**src/rtl/id_ex_stage.sv**
```systemverilog
// Purpose : ID/EX pipeline register with load-use hazard stall, branch/jump flush and saturating event counters.
// Latency : 1 cycle ID -> EX; stall is combinational from the ID register fields and the EX register.
// Backpr. : stall holds PC and IF/ID for one cycle while EX takes a bubble; flush squashes the ID instruction.
//
// Ports:
//   clk, rst                 clock (rising edge) and synchronous active-high reset
//   id_*                     decoded control, operands and register fields from ID
//   flush                    taken branch/jump; the ID instruction becomes a bubble
//   stall                    hold PC and IF/ID this cycle (load-use hazard)
//   ex_*                     registered copies of the ID fields presented to EX
//   stall_count/flush_count  saturating counts of stall and flush cycles
module id_ex_stage #(
    parameter int DATA_W     = 32,
    parameter int REG_ADDR_W = 5,
    parameter int CNT_W      = 16
) (
    input  logic                  clk,
    input  logic                  rst,
    input  logic                  id_valid,
    input  logic                  id_reg_write,
    input  logic                  id_reg_dst,
    input  logic                  id_mem_read,
    input  logic                  id_mem_write,
    input  logic                  id_branch,
    input  logic                  id_jump,
    input  logic                  id_alu_src,
    input  logic                  id_mem_to_reg,
    input  logic [2:0]            id_alu_control,
    input  logic [DATA_W-1:0]     id_rs_data,
    input  logic [DATA_W-1:0]     id_rt_data,
    input  logic [DATA_W-1:0]     id_imm,
    input  logic [DATA_W-1:0]     id_pc_plus4,
    input  logic [REG_ADDR_W-1:0] id_rs,
    input  logic [REG_ADDR_W-1:0] id_rt,
    input  logic [REG_ADDR_W-1:0] id_rd,
    input  logic                  flush,
    output logic                  stall,
    output logic                  ex_valid,
    output logic                  ex_reg_write,
    output logic                  ex_reg_dst,
    output logic                  ex_mem_read,
    output logic                  ex_mem_write,
    output logic                  ex_branch,
    output logic                  ex_jump,
    output logic                  ex_alu_src,
    output logic                  ex_mem_to_reg,
    output logic [2:0]            ex_alu_control,
    output logic [DATA_W-1:0]     ex_rs_data,
    output logic [DATA_W-1:0]     ex_rt_data,
    output logic [DATA_W-1:0]     ex_imm,
    output logic [DATA_W-1:0]     ex_pc_plus4,
    output logic [REG_ADDR_W-1:0] ex_rs,
    output logic [REG_ADDR_W-1:0] ex_rt,
    output logic [REG_ADDR_W-1:0] ex_write_reg,
    output logic [CNT_W-1:0]      stall_count,
    output logic [CNT_W-1:0]      flush_count
);

    localparam logic [2:0]       ALU_NOP = 3'b100;
    localparam logic [CNT_W-1:0] CNT_MAX = {CNT_W{1'b1}};
    localparam logic [CNT_W-1:0] CNT_ONE = {{(CNT_W-1){1'b0}}, 1'b1};

    typedef struct packed {
        logic                  valid;
        logic                  reg_write;
        logic                  reg_dst;
        logic                  mem_read;
        logic                  mem_write;
        logic                  branch;
        logic                  jump;
        logic                  alu_src;
        logic                  mem_to_reg;
        logic [2:0]            alu_control;
        logic [DATA_W-1:0]     rs_data;
        logic [DATA_W-1:0]     rt_data;
        logic [DATA_W-1:0]     imm;
        logic [DATA_W-1:0]     pc_plus4;
        logic [REG_ADDR_W-1:0] rs;
        logic [REG_ADDR_W-1:0] rt;
        logic [REG_ADDR_W-1:0] write_reg;
    } ex_t;

    ex_t              ex_q, ex_d, bubble;
    logic [CNT_W-1:0] stall_cnt_q, stall_cnt_d;
    logic [CNT_W-1:0] flush_cnt_q, flush_cnt_d;
    logic             hz;

    // Bubble: nothing valid, no side effects, ALU idle.
    always_comb begin
        bubble             = '0;
        bubble.alu_control = ALU_NOP;
    end

    // A load in EX whose destination is a source of ID must wait one cycle.
    // $0 is never a real dependency, and both source fields are always
    // compared even if the instruction does not read rt.
    always_comb begin
        hz = ex_q.valid & ex_q.mem_read & (ex_q.write_reg != '0) &
             ((ex_q.write_reg == id_rs) | (ex_q.write_reg == id_rt));
    end

    // Flush wins over stall: a squashed instruction has no hazard to wait on.
    assign stall = id_valid & hz & ~flush & ~rst;

    always_comb begin
        ex_d = bubble;
        if (!flush && !stall) begin
            ex_d.valid     = id_valid;
            ex_d.rs_data   = id_rs_data;
            ex_d.rt_data   = id_rt_data;
            ex_d.imm       = id_imm;
            ex_d.pc_plus4  = id_pc_plus4;
            ex_d.rs        = id_rs;
            ex_d.rt        = id_rt;
            ex_d.write_reg = (id_alu_src | id_reg_dst) ? id_rt : id_rd;
            // An invalid ID slot still carries its payload, but must not
            // trigger any EX/MEM/WB side effect.
            if (id_valid) begin
                ex_d.reg_write   = id_reg_write;
                ex_d.reg_dst     = id_reg_dst;
                ex_d.mem_read    = id_mem_read;
                ex_d.mem_write   = id_mem_write;
                ex_d.branch      = id_branch;
                ex_d.jump        = id_jump;
                ex_d.alu_src     = id_alu_src;
                ex_d.mem_to_reg  = id_mem_to_reg;
                ex_d.alu_control = id_alu_control;
            end
        end
    end

    always_comb begin
        stall_cnt_d = stall_cnt_q;
        flush_cnt_d = flush_cnt_q;
        if (stall && (stall_cnt_q != CNT_MAX)) begin
            stall_cnt_d = stall_cnt_q + CNT_ONE;
        end
        if (flush && (flush_cnt_q != CNT_MAX)) begin
            flush_cnt_d = flush_cnt_q + CNT_ONE;
        end
    end

    always_ff @(posedge clk) begin
        if (rst) begin
            ex_q        <= bubble;
            stall_cnt_q <= '0;
            flush_cnt_q <= '0;
        end else begin
            ex_q        <= ex_d;
            stall_cnt_q <= stall_cnt_d;
            flush_cnt_q <= flush_cnt_d;
        end
    end

    assign ex_valid       = ex_q.valid;
    assign ex_reg_write   = ex_q.reg_write;
    assign ex_reg_dst     = ex_q.reg_dst;
    assign ex_mem_read    = ex_q.mem_read;
    assign ex_mem_write   = ex_q.mem_write;
    assign ex_branch      = ex_q.branch;
    assign ex_jump        = ex_q.jump;
    assign ex_alu_src     = ex_q.alu_src;
    assign ex_mem_to_reg  = ex_q.mem_to_reg;
    assign ex_alu_control = ex_q.alu_control;
    assign ex_rs_data     = ex_q.rs_data;
    assign ex_rt_data     = ex_q.rt_data;
    assign ex_imm         = ex_q.imm;
    assign ex_pc_plus4    = ex_q.pc_plus4;
    assign ex_rs          = ex_q.rs;
    assign ex_rt          = ex_q.rt;
    assign ex_write_reg   = ex_q.write_reg;
    assign stall_count    = stall_cnt_q;
    assign flush_count    = flush_cnt_q;

endmodule
```
**config.mk**
```make
export PLATFORM = sky130hd
export DESIGN_NAME = id_ex_stage
export DESIGN_NICKNAME = d
export VERILOG_FILES = /design/src/rtl/id_ex_stage.sv
export SDC_FILE = /design/constraint.sdc
export NUM_CORES = 1
export LEC_CHECK = 0
export CAP_MARGIN = 20
export CORE_AREA = 2 2 135 137
export CTS_BUF_LIST = sky130_fd_sc_hd__clkbuf_2
export DETAILED_ROUTE_END_ITERATION = 16
export DIE_AREA = 0 0 137 139
export GPL_TIMING_DRIVEN = 0
export PLACE_DENSITY = 0.79
export RECOVER_POWER = 100
export SYNTH_ARGS = -nofsm -noshare
export SYNTH_HDL_FRONTEND = slang
export SYNTH_SLANG_ARGS = --single-unit
```
**constraint.sdc**
```tcl
create_clock -name clk -period 5.8 [get_ports clk]
set_input_delay 1.74 -clock clk [delete_from_list [all_inputs] [get_ports clk]]
set_output_delay 1.74 -clock clk [all_outputs]
set_load 0.05 [all_outputs]
```
# [Yosys cells after proc, flatten, opt, wreduce, memory -nomap -nowiden]
# Cells that the tools add are included.
[classes] addsub=2 eq_ne=4 muxes=1 n_bitwise=12 reduce_logical=8
[ops] op="adder 16 x 1 -> 16 bit, second input constant" count=2
[ops] op="inequality test 16 bit, second input constant" count=2
[ops] op="== test 5 bit" count=2
[ops] op="bitwise AND 1 bit" count=6
[ops] op="two-way mux 5 bit" count=1
[ops] op="nonzero test 5 bit" count=1
[ops] op="NOT 1 bit" count=4
[ops] op="logical AND 1 bit" count=3
[ops] op="OR reduction 3 bit" count=1
[ops] op="logical NOT 1 bit" count=2
[ops] op="bitwise OR 1 bit" count=2
[ops] op="OR reduction 2 bit" count=1
[word_totals] reg_bits=187 inputBits=158 wordCells=46

# [Longest topological paths before layout]
[logic_depth] depth_word=10 mapped_depth=8 ltp_nobuf=6

# [Worst setup path before layout]
# OpenSTA, ideal clock, no wires.
[synth_timing] path_type="in2out" startpoint="in id_rt[0]" endpoint="out stall" arrival_time_ns=3.231 t_required_ns=4.060 path_slack_ns=0.829 stages=6 path_buffers=2 path_cell_list="xor2_1 nor3_1 a22oi_2 buf_6 buf_2 nor2_1"
[synth_between] elab_chain_len=6
[synth_lines] item="start, declared" line="34" rtl="input logic [REG_ADDR_W-1:0] id_rt,"
[synth_lines] item="== test 5 bit" line="99" rtl="((ex_q.write_reg == id_rs) | (ex_q.write_reg == id_rt));"
[synth_lines] item="bitwise OR 1 bit" line="99"
[synth_lines] item="bitwise AND 1 bit" line="98" rtl="hz = ex_q.valid & ex_q.mem_read & (ex_q.write_reg != '0) &"
[synth_lines] item="bitwise AND 1 bit (3 in a row)" line="103" rtl="assign stall = id_valid & hz & ~flush & ~rst;"
[synth_lines] item="end, declared" line="37" rtl="output logic stall,"
# No other way between the ends.

# [Worst setup path in the final report]
[layout_timing] startpoint="in id_rt[2]" endpoint="out stall"
# Same word-level chain as after synthesis.

==> metrics.md <==
| Metric | Value |
|---|---|
| Run status | `finished clean` |
| Largest voltage drop on the vdd net | `0.173 mV` |
| Worst Setup Start Kind | `primary input` |
| Global-route wire length before repair | `28500 um` |
| Detail-routed via count per cell | `4.50` |
| CP required | `just over 4 ns` |
| Remaining Overflow, GRT | `0` |
| GRT Util Overall | `19.9%` |
| Leading cell types by total area after synthesis | `sky130_fd_sc_hd__dfxtp_1, sky130_fd_sc_hd__and2_1, sky130_fd_sc_hd__buf_6` |
| Clock Tree Root | `sky130_fd_sc_hd__clkbuf_2` |
| Clock Power Share | `27.4%` |
| CP Data Arrival Time | `3.83 ns` |
| Worst max-slew margin expressed relative to the limit | `58.5%` |
| RSZ-0062 raised after global routing | `false` |
| Clock sinks | `187` |
| Die boundary height | `roughly 140 um` |
| Hold crit path type | `reg -> reg` |
| Leakage | `about 0.0043 uW` |
| Level count of the clock H-tree | `4` |
| Crit Reg-Reg Endpoint | `ex_rt_data[5]$_SDFF_PP0_` |
| Number of antenna violations at the first check in global routing | `4` |
| CTS Hold Buffers Added | `0` |
| Cts bufs inserted | `17` |
| Seq/Total Area, Yosys | `61.2%` |
| Initial core utilization | `34.6%` |
| Worst Tran Pin Value | `0.620 ns` |
| Share of the clock period used by the worst path after layout | `96.0%` |
| DRC marker count from the first detailed-route iteration | `188` |
| CP Cell Sequence | `clkdlybuf4s50_1 -> xor2_1 -> nor3_1 -> a22oi_2 -> buf_6 -> buf_2 -> nor2_1 -> dlygate4sd2_1` |
| Post-synth top area share | `61.2%` |
| Number of detailed-routing iterations run before antenna repair | `4` |
| Ys flop type | `sky130_fd_sc_hd__dfxtp_1` |
| Library cells used by synthesis | `between 40 and 50` |
| Post-Syn Area | `approximately 6100 um^2` |
| P per Cell Area | `242 nW/um^2` |
| Number of buffers between clock root and the deepest sink | `2` |
| Area growth syn-to-layout | `63.1%` |
| Worst-case register-to-register setup slack | `2.97 ns` |
| Ratio of cells with drive above 1 in the final layout | `4.42%` |
| Post-synthesis area per instance | `11.1 um^2` |
| Die Footprint | `19000 um^2` |
| Largest net degree at the start of global routing | `19` |
| Post-synthesis sequential element count | `187` |
| Switching portion of total power | `slightly above 30%` |
| Max-capacitance violation count | `0` |
| Core area | `17700 um^2` |
| Library cell contributing the largest single delay on the critical path | `sky130_fd_sc_hd__dlygate4sd2_1` |
| Worst clock skew | `0.0396 ns` |
| Relative contribution of combinational cells to total power | `16.9%` |
| Cell taking the most area after synthesis | `sky130_fd_sc_hd__dfxtp_1` |
| Number of placed instances, taps included | `between 1k and 1.5k` |
| Reg-to-reg critical path startpoint | `ex_write_reg[1]$_SDFF_PP0_` |
| Setup_tns | `0 ns` |
| Clock tree from TritonCTS | `built` |
| Half-perimeter wire length after detailed placement | `15500 um` |
| Horiz. Die Dim | `between 100 and 150 um` |
| Number of cells on the worst hold path | `2` |
| Gate Count Post-Synth | `552` |
| Latest clock arrival within the worst-skew pair | `approximately 0.74 ns` |
| Total wire length | `19200 um` |
| Commonest cells after routing, fill and taps aside | `sky130_fd_sc_hd__dlygate4sd3_1, sky130_fd_sc_hd__dfxtp_1, sky130_fd_sc_hd__clkdlybuf4s50_1` |
| DRC errors left | `0` |
| Post-CTS setup buffer count | `0` |
| Delay of the slowest cell on the worst path | `0.54 ns` |
| Number of nets with antenna violations after detailed routing | `0` |
| Hold violation total from the final report | `0` |
| Port buffer count | `344` |
| Cell-internal power | `1680 uW` |
| Endpoint of the worst hold-timing path | `stall_count[15]$_SDFFE_PP0P_` |
| Number of synthesized flops with an enable pin | `0` |
| CP Class | `in -> out` |
| Sequential Power Share | `a little under three fifths` |
| Net Count, Synth | `a little over 700` |
| Period minus WS final | `5.57 ns` |
| Number of endpoints failing setup at the final stage | `0` |
| Worst Hold Margin | `0.519 ns` |
| Depth of the worst register-to-register path | `6` |
| Final Wtd Congestion | `about 0.86` |
| Most common cell after layout, fill and taps aside | `sky130_fd_sc_hd__dlygate4sd3_1` |
| Row count | `a little under 50` |
| Async set or reset register ratio after synthesis | `0%` |
| Routed length per placed instance | `16.6 um` |
| Launch point of the worst hold path | `stall_count[15]$_SDFFE_PP0P_` |
| Number of global-route vias before repair | `5095` |
| Synthesis warning total | `0` |
| Clock Pin Slew Worst Setup and Hold Paths | `about 0.26 ns` |
| CP Max Fanout | `10` |
| Achievable Freq | `0.180 GHz` |
| Final max-slew violation count | `0` |
| Critical path capture point type | `primary output` |
| Switching power of the nets | `730 uW` |
| Final cell count without fillers | `1161` |
| Total via count in the routed design | `5227` |
| Num ports | `346` |
| Final layout net count | `1075` |
[critical path: cells and delay by family]
| family | cells | cell delay [ns] |
|---|---|---|
| simple gates | 2 | 0.35 |
| compound gates | 1 | 0.17 |
| xor+xnor | 1 | 0.19 |
| buf+inv | 4 | 1.38 |
[routing by layer]
layer  up-vias  GRT usage, %  part of all wire, %
met5         -             0                    0
met4         0          8.36                  2.6
met3        30          6.54                  8.3
met2       224          36.1                   53
met1      2387          20.8                   36
li1       2586             -                    -
[worst max-delay path by stage]
stage / startpoint / endpoint
finish: id_rt[2] / stall
global route: id_rs[3] / stall
CTS: id_rs[3] / stall
detailed placement: id_rt[2] / stall
global placement: id_rt[2] / stall
floorplan: id_rt[0] / stall
[cell usage after synthesis (2+ instances only)]
master                       n
sky130_fd_sc_hd__and3_1     18
sky130_fd_sc_hd__nand2_1    16
sky130_fd_sc_hd__nand3_1    11
sky130_fd_sc_hd__and2_1    143
sky130_fd_sc_hd__nor2_1     17
sky130_fd_sc_hd__mux2i_1     2
sky130_fd_sc_hd__o21ai_0    12
sky130_fd_sc_hd__inv_1       2
sky130_fd_sc_hd__nand4_1    10
sky130_fd_sc_hd__o31ai_1    13
sky130_fd_sc_hd__or4_1      13
sky130_fd_sc_hd__a31oi_1     2
sky130_fd_sc_hd__and4_1      4
sky130_fd_sc_hd__xor2_1     17
sky130_fd_sc_hd__or3_1       4
sky130_fd_sc_hd__nor3_1      5
sky130_fd_sc_hd__o211ai_1    3
sky130_fd_sc_hd__dfxtp_1   187
sky130_fd_sc_hd__clkbuf_1   10
sky130_fd_sc_hd__ha_1        2
sky130_fd_sc_hd__a21oi_1    22
sky130_fd_sc_hd__buf_6      14
sky130_fd_sc_hd__buf_2       3
[what timing repair did]
item,CTS,global route
gates resized for setup,1,0
endpoints found under the setup margin,1,0
hold endpoints to repair,0,0
[per-stage QoR]
stage	setup slack (ns)	power, uW	util, %	area (um^2)
after floorplan	0.829	1590	-	6110
after global placement	-0.117	1800	55.7	9840
after detailed placement	-0.0917	1810	55.7	9840
after CTS	0.194	2480	57.1	10100
after global routing	0.0843	2530	56.4	9970
final	0.230	2410	56.4	9970
[cells by family (layout without fill, tap and decap cells)]
kind of cell,count (synthesis),after routing,share of synthesized area [%]
mux,2,2,0.328
simple gates,248,248,24.4
compound gates,64,64,7.04
other cells,0,4,0
xor+xnor,18,18,2.58
buf+inv,31,407,3.97
flops,187,187,61.2
fa+ha+maj,2,2,0.409
[power by group through the flow]
stage | clock network [uW] | registers, uW | logic (uW)
final | 660 | 1350 | 407
after CTS | 692 | 1350 | 436
after global placement | 0 | 1370 | 431
after global routing | 743 | 1350 | 430
after detailed placement | 0 | 1370 | 434
after floorplan | 0 | 1530 | 64.7
[area by class of cell]
| class | instances | area (um^2) |
|---|---|---|
| multi-input cells | 334 | 2100 |
| plain buffers | 29 | 126 |
| clock buffers | 18 | 90.1 |
| diodes | 4 | 10.0 |
| repair buffers | 344 | 3440 |
| clock inverters | 14 | 158 |
| well taps | 229 | 287 |
| inverters | 2 | 7.51 |
| fillers | 1555 | 7690 |
| flip-flops and latches | 187 | 3740 |
Note: power is estimated with default switching activity, not from simulation.
